**src/rtl/anim_sequencer.sv**
```systemverilog
// Frame-aligned sprite animation sequencer: loop, one-shot and play/pause with a programmable step rate.
// Define ANIM_PINGPONG_EN to make mode 2'b10 bounce between the first and last frame instead of looping.
module anim_sequencer #(
    parameter int NUM_FRAMES = 4,
    parameter int FRAME_W    = 2,
    parameter int RATE_W     = 4
) (
    input  logic               clk,
    input  logic               reset,
    input  logic               frame_tick,
    input  logic               play,
    input  logic [1:0]         mode,
    input  logic [RATE_W-1:0]  rate,
    input  logic               restart,
    output logic [FRAME_W-1:0] frame_num,
    output logic [6:0]         frame_counter,
    output logic               step,
    output logic               done
);

    typedef enum logic [1:0] {
        S_STOPPED = 2'd0,
        S_PLAYING = 2'd1,
        S_DONE    = 2'd2
    } state_t;

    localparam logic [FRAME_W-1:0] LAST = FRAME_W'(NUM_FRAMES - 1);

    state_t              state, state_nx;
    logic [FRAME_W-1:0]  frame_nx;
    logic [RATE_W-1:0]   div_cnt, div_nx;
    logic                step_nx;
    logic                done_nx;
`ifdef ANIM_PINGPONG_EN
    logic                dir, dir_nx;   // 0 = counting up, 1 = counting down
`endif

    always_comb begin
        state_nx = state;
        frame_nx = frame_num;
        div_nx   = div_cnt;
        step_nx  = 1'b0;
        done_nx  = done;
`ifdef ANIM_PINGPONG_EN
        dir_nx   = dir;
`endif
        if (restart) begin
            // restart beats a coincident tick, so no advance can happen here
            frame_nx = '0;
            div_nx   = '0;
            done_nx  = 1'b0;
            state_nx = play ? S_PLAYING : S_STOPPED;
`ifdef ANIM_PINGPONG_EN
            dir_nx   = 1'b0;
`endif
        end else if (frame_tick) begin
            case (state)
                S_STOPPED: begin
                    if (play)
                        state_nx = S_PLAYING;
                end
                S_PLAYING: begin
                    if (!play) begin
                        state_nx = S_STOPPED;
                    end else if (div_cnt >= rate) begin
                        // >= so that lowering rate below the running count fires at once
                        div_nx = '0;
                        if (mode == 2'b01 && frame_num == LAST) begin
                            state_nx = S_DONE;
                            done_nx  = 1'b1;
`ifdef ANIM_PINGPONG_EN
                        end else if (mode == 2'b10) begin
                            step_nx = 1'b1;
                            if (frame_num == LAST || (dir && frame_num != '0)) begin
                                frame_nx = frame_num - 1'b1;
                                dir_nx   = (frame_nx != '0);
                            end else begin
                                frame_nx = frame_num + 1'b1;
                                dir_nx   = (frame_nx == LAST);
                            end
`endif
                        end else begin
                            step_nx  = 1'b1;
                            frame_nx = (frame_num == LAST) ? '0 : frame_num + 1'b1;
                        end
                    end else begin
                        div_nx = div_cnt + 1'b1;
                    end
                end
                default: ;
            endcase
        end
    end

    always_ff @(posedge clk) begin
        if (reset) begin
            state         <= S_STOPPED;
            frame_num     <= '0;
            div_cnt       <= '0;
            step          <= 1'b0;
            done          <= 1'b0;
            frame_counter <= '0;
`ifdef ANIM_PINGPONG_EN
            dir           <= 1'b0;
`endif
        end else begin
            state     <= state_nx;
            frame_num <= frame_nx;
            div_cnt   <= div_nx;
            step      <= step_nx;
            done      <= done_nx;
`ifdef ANIM_PINGPONG_EN
            dir       <= dir_nx;
`endif
            if (frame_tick)
                frame_counter <= frame_counter + 7'd1;
        end
    end

endmodule

```
**config.mk**
```make
export PLATFORM = sky130hd
export DESIGN_NAME = anim_sequencer
export DESIGN_NICKNAME = d
export VERILOG_FILES = /design/src/rtl/anim_sequencer.sv
export SDC_FILE = /design/constraint.sdc
export NUM_CORES = 1
export LEC_CHECK = 0
export ABC_AREA = 1
export BUFFER_PORTS_ARGS = -buffer_cell sky130_fd_sc_hd__buf_2
export CORE_MARGIN = 2
export CORE_UTILIZATION = 50
export CTS_CLUSTER_SIZE = 16
export DETAILED_ROUTE_END_ITERATION = 12
export PLACE_DENSITY = 0.76
export SLEW_MARGIN = 0
export SYNTH_ARGS = -nofsm -noshare
export SYNTH_HDL_FRONTEND = slang
export SYNTH_SLANG_ARGS = --single-unit
```
**constraint.sdc**
```tcl
create_clock -name clk -period 1.76 [get_ports clk]
set_input_delay 0.088 -clock clk [delete_from_list [all_inputs] [get_ports clk]]
set_output_delay 0.088 -clock clk [all_outputs]
set_load 0.01 [all_outputs]
```
==> results by group, run 1 <==
Status
  • Outcome: finished, final reports clean

CTS
  • CTS tree: done
  • # resized after CTS: 0
  • Clock Tree Buf Depth: 2
  • Clock Sinks: 17
  • H-tree levels: 1
  • Cts-stage hold buffer count: 0
  • Reg clk slew, reported paths: 0.10 ns
  • Clk_lat worst skew: 0.29 ns
  • Clk root buf: clkbuf_4
  • CTS Buf Count: 3
  • Post-CTS Setup Bufs: 0

Synthesis
  • YS warnings: 0
  • Compound-Gate Fraction of Synth Area: 8.40%
  • Post-synthesis mux area share: 1.14%
  • Syn avg cell area: 7.38 µm²
  • Simple-gate share of the synthesized area: 31.1%
  • Syn nets: 137
  • Cells after synthesis: 119
  • Xor and xnor area share after synthesis: 2.99%
  • Post-synthesis sequential area ratio: 38.7%
  • Fraction of the mapped netlist area in adder cells: 9.97%
  • Flops & latches, synth: 17
  • Synth cell types: 22
  • Synthesized cell area: 878 µm²
  • Largest family of logic cells by synthesized area: simple AND/OR/NAND/NOR gates

Pwr
  • Leakage: 0.515 nW
  • VDD IR max: 0.000479 V
  • Pwr Density: 664 mW/mm²
  • Power, Total: 0.000685 W

Timing
  • Tmin final: 1.38 ns
  • Setup TNS: 0 ns
  • Hold Vio Cnt, Final: 0
  • Tightest Pin Transition: 0.350 ns
  • Final worst-path cycle share: 78.5%
  • Final Skew: 0.0107 ns
  • Final setup margin: 0.378 ns
  • Endpoints failing setup: 0
  • Fin Hold WS: 0.0303 ns
  • Slew HR: 76.6%
  • Peak Freq: 0.724 GHz
  • Max Slew Vio Count: 0
  • Unrepaired setup endpoints after global routing: false

Global routing
  • Global-route wire length before repair: 2590 µm
  • Initial antenna violation count: 0
  • Total GRT Usage: 17.0%
  • Largest net degree at the start of global routing: 11
  • Global route overflow: 0
  • Vias in the first global route: 676

Flow run
  • Maximum capacitance violations: 0

Layout
  • Commonest non-fill, non-tap cell in the layout: nand2_1
  • Fraction of layout cells with a size suffix above 1: 20.8%
  • Register Area: 340 µm²
  • Fin area: 0.00103 mm²
  • # nets final: 163
  • Ant diodes: 0
  • Leading cell types in the layout, fill and taps excluded: nand2_1 (24), buf_2 (21), nor2_1 (20)
  • Fill cell count: 170
  • Footprint of the multi-input gates: 470 µm²
  • Area Overhead vs Synth: 17.5%

Placed design
  • Placed instance area: 0.00100 mm²
  • Final GP Congestion: 0.803
  • PortBufs: 21
  • Detailed Place HPWL: 1280 µm
  • Place WS: 0.358 ns

Drt
  • Routed Antenna Nets: 0
  • Routed WL: 1570 µm
  • Detailed-route DRC error count: 0
  • Drt first pass iters: 4
  • Post-DR wirelength/cell: 9.75 µm
  • Initial DRC Count: 7
  • Via Count: 784
  • Vias per std cell: 4.87

Floorplan
  • Die Width: 45.9 µm
  • DIE AREA: 0.00211 mm²
  • Die H: 45.9 µm
  • Initial Util: 52.0%
  • Core footprint: 0.00169 mm²
  • I/O pins: 22
  • Row cnt: 15

Critical path
  • Kind of critical path: reg -> reg
  • Worst Setup End Kind: register
  • Critical Path AT: 1.58 ns
  • CP max FO: 4
  • CP Launch Type: register
  • Critical Path RT: 1.95 ns

Min path
  • Hold Path Class: in -> reg
[power by group]
group          internal [W]  leakage [nW]  switching, W
registers          0.000394         0.138    0.00000670
logic             0.0000320         0.359     0.0000489
clock network     0.0000843        0.0177      0.000120
total              0.000510         0.515      0.000175
[logic make-up (layout without fill, tap and decap cells)]
logic type,count (synthesis),in the layout
muxes,1,1
buffers and inverters,18,43
xor gates and xnor gates,3,3
and+or+nand+nor,60,60
adders and majority gates,7,7
DFF,17,17
AOI/OAI and AO/OA,13,13
[worst paths after layout]
check | endpoint | slack, ns | from | cells past startpoint
setup / recovery | state[0] | 0.38 | div_cnt[1] | 9
hold reg to reg | done | 0.47 | done | 1
hold / removal | frame_counter[5] | 0.03 | reset | 2
setup reg to reg | state[0] | 0.38 | div_cnt[1] | 9
[Yosys cell counts]
| cell type | instances | area, µm² |
|---|---|---|
| a21oi_1 | 7 | 35.0 |
| nor2_2 | 1 | 6.26 |
| ha_1 | 7 | 87.6 |
| nand3_1 | 5 | 25.0 |
| o21ai_0 | 2 | 10.0 |
| a31oi_1 | 1 | 6.26 |
| nor3b_1 | 2 | 15.0 |
| nand4_1 | 1 | 6.26 |
| dfxtp_1 | 17 | 340 |
| nor2_1 | 20 | 75.1 |
| o211ai_1 | 2 | 15.0 |
| mux2i_1 | 1 | 10.0 |
| nand2_1 | 24 | 90.1 |
| nor3_4 | 1 | 16.3 |
| inv_1 | 16 | 60.1 |
| clkinv_1 | 1 | 3.75 |
| nand4_2 | 1 | 12.5 |
| nand2_2 | 1 | 6.26 |
| xor2_1 | 3 | 26.3 |
| nor3_1 | 4 | 20.0 |
| o21a_1 | 1 | 7.51 |
| inv_2 | 1 | 3.75 |
[layer usage]
metal  share of wire [%]  routed length [µm]  track usage (%)  vias up
met5                   0                   0                0        -
met2                  47                 745             28.9       17
li1                    -                   -                -      432
met1                  47                 740             20.5      333
met3                 4.4                  69             3.57        2
met4                0.89                  14             6.86        0
[layout make-up]
cell class	count	area share (%)
Timing Repair Buffer	21	10.2
Tap cell	17	2.06
Inverter	18	6.55
Clock inverter	1	0.485
Sequential cell	17	33.0
Clock buffer	3	2.18
Multi-Input combinational cell	84	45.6
[worst max-delay path: stages (launching register included)]
cell,delay [ns]
dfxtp_1,0.41
ha_1,0.27
nand2_1,0.07
nand2_1,0.05
nand2_1,0.05
nand3_1,0.11
nand2_1,0.09
nand2_1,0.07
a21oi_1,0.12
nor2_1,0.05
[flip-flops by register name, summed over array words and instances (netlist names)]
register / flops
frame_counter: 7
done: 1
state: 2
div_cnt: 4
frame_num: 2
step: 1
[through the flow]
step,std cells,utilization [%]
after floorplan,119,-
after global placement,157,59.5
after detailed placement,157,59.5
after CTS,161,61.1
after global routing,161,61.1
final,161,61.1
Power figures use the tool's default switching activity.
==> run 2: changes to the inputs <==
==> constraint.sdc (replaced) <==
create_clock -name clk -period 1.42 [get_ports clk]
set_input_delay 0.071 -clock clk [delete_from_list [all_inputs] [get_ports clk]]
set_output_delay 0.071 -clock clk [all_outputs]
set_load 0.01 [all_outputs]
==> run 2 against run 1 <==
Effect of this change:
- sequential share of layout area down 1.4 points
- routed wire length is 4.9% higher
- power increased by 25%
- setup slack worse by 0.29 ns
- critical path type unchanged
- critical endpoint unchanged
==> results by group, run 2 (synthesis results as in run 1) <==
Status
  • Outcome: finished, final reports clean

Floorplan
  • Initial Util: 52.0%
  • Die Width: 45.9 µm
  • Core footprint: 0.00169 mm²
  • I/O pins: 22
  • DIE AREA: 0.00211 mm²
  • Row cnt: 15
  • Die H: 45.9 µm

Min path
  • Hold path start: frame_tick
  • WHS Endpoint: frame_counter[0]
  • Hold Path Class: in -> reg
  • Hold depth: 3

Timing
  • Tmin final: 1.33 ns
  • Endpoints failing setup: 0
  • Max Slew Vio Count: 0
  • Final Skew: 0.00765 ns
  • Unrepaired setup endpoints after global routing: false
  • Peak Freq: 0.751 GHz
  • Tightest Pin Transition: 0.355 ns
  • Slew HR: 76.2%
  • Hold Vio Cnt, Final: 0
  • Final worst-path cycle share: 93.8%
  • Setup TNS: 0 ns

Global routing
  • Total GRT Usage: 16.3%
  • Initial antenna violation count: 0
  • Met1 Resource Use GR: 18.1%
  • Global route overflow: 0
  • Met3 usage: 3.57%
  • Global route hottest layer: met2
  • Vias in the first global route: 660
  • GR Layer Usage met2: 29.4%
  • Largest net degree at the start of global routing: 11
  • Global-route wire length before repair: 2460 µm

Drt
  • Initial DRC Count: 7
  • Routed Antenna Nets: 0
  • Drt first pass iters: 2
  • Routed WL: 1650 µm
  • Post-DR wirelength/cell: 10.1 µm
  • Via Count: 795
  • Detailed-route DRC error count: 0
  • Vias per std cell: 4.88

Layout
  • Top Registers: frame_counter: 7 flops, div_cnt: 4 flops
  • # nets final: 165
  • Fin area: 0.00109 mm²
  • Commonest non-fill, non-tap cell in the layout: nand2_1
  • Fraction of layout cells with a size suffix above 1: 26.7%
  • Max FFs per register: 7
  • Area Overhead vs Synth: 24.6%
  • Ant diodes: 0
  • Largest reg by FF count: frame_counter
  • Leading cell types in the layout, fill and taps excluded: nand2_1 (23), buf_2 (21), nor2_1 (20)

Pwr
  • Internal power component: 0.000635 W
  • Leakage: 0.531 nW
  • Combinational Power Share: 12.9%
  • VDD IR max: 0.000614 V
  • Power, Total: 0.000856 W
  • Sw power: 0.000221 W
  • Net Sw Frac: 25.8%
  • Part of the power in registers: 57.9%
  • Pwr Density: 782 mW/mm²
  • Clock power share: 29.2%

Critical path
  • CP delay by family, top: simple AND/OR/NAND/NOR gates
  • CP peak stage delay: 0.36 ns
  • Worst Setup End Kind: register
  • Critical Path AT: 1.52 ns
  • Reg2Reg Setup Slack: 0.09 ns
  • Worst path cell trace: inv_1 -> ha_1 -> nand4_1 -> nand3_2 -> nand2_1 -> nand2_2 -> a21oi_2 -> nor2_1
  • Slowest CP cell: dfxtp_2
  • R2r startpoint: div_cnt[0]
  • Critical Path RT: 1.61 ns
  • Kind of critical path: reg -> reg
  • Crit path from: div_cnt[0]
  • R2R Path End: state[0]
  • CP Launch Type: register
  • R2R cell count: 8
  • CP max FO: 3
  • WP buf/inv: 1

CTS
  • CTS tree: done
  • Clk_lat worst skew: 0.28 ns
  • Clock Tree Buf Depth: 2
  • Clk root buf: clkbuf_4
  • Reg clk slew, reported paths: 0.10 ns
  • H-tree levels: 1
  • CTS Buf Count: 3
  • Clock Sinks: 17

Placed design
  • Detailed Place HPWL: 1250 µm
  • PortBufs: 21
  • Final GP Congestion: 0.709
  • Placed instance area: 0.00101 mm²

Flow run
  • Maximum capacitance violations: 0
-- run 2: routing by layer --
layer / wire length, µm / part of all wire (%)
met1: 769 / 47
met2: 815 / 50
met3: 61 / 3.7
met4: 0 / 0
met5: 0 / 0
-- run 2: worst min-delay path: stages --
cell	delay, ns
buf_2	0.14
nor2_1	0.10
nor2_1	0.05
-- run 2: cell type report --
type | instances | area [µm²]
Inverter | 18 | 67.6
Timing Repair Buffer | 23 | 123
Tap cell | 17 | 21.3
Multi-Input combinational cell | 84 | 510
Clock inverter | 1 | 5.00
Sequential cell | 17 | 345
Clock buffer | 3 | 22.5
Fill cell | 163 | 594
-- run 2: power by group through the flow --
stage                     Sequential, W  Clock, W  Combinational (W)
final                          0.000495  0.000250           0.000110
after global routing           0.000497  0.000283           0.000124
after CTS                      0.000497  0.000264           0.000105
after detailed placement       0.000508         0           0.000100
after global placement         0.000507         0          0.0000974
after floorplan                0.000509         0          0.0000621
-- run 2: how the worst max path moves through the flow --
stage                    end  cells after the start
finish              state[0]                      8
global route        state[0]                      9
CTS                 state[0]                      9
detailed placement  state[0]                      9
global placement    state[0]                      9
floorplan           state[0]                      8
-- run 2: what timing repair did --
action / in CTS / in global routing
endpoints found under the hold margin: 2 / 0
setup buffers: 0 / 0
hold buffers: 1 / 0
endpoints found under the setup margin: 0 / 9
resized for setup: 0 / 9
-- run 2: per-stage QoR --
step	setup WS, ns	instances	util [%]	hold slack [ns]
6_report	0.0881	163	64.8	0.112
5_1_grt	0.00461	163	64.8	0.110
4_1_cts	0.00941	163	62.1	0.0959
3_5_place_dp	0.0142	158	59.9	0.315
3_3_place_gp	0.0496	158	59.9	0.309
2_1_floorplan	0.134	119	-	0.149
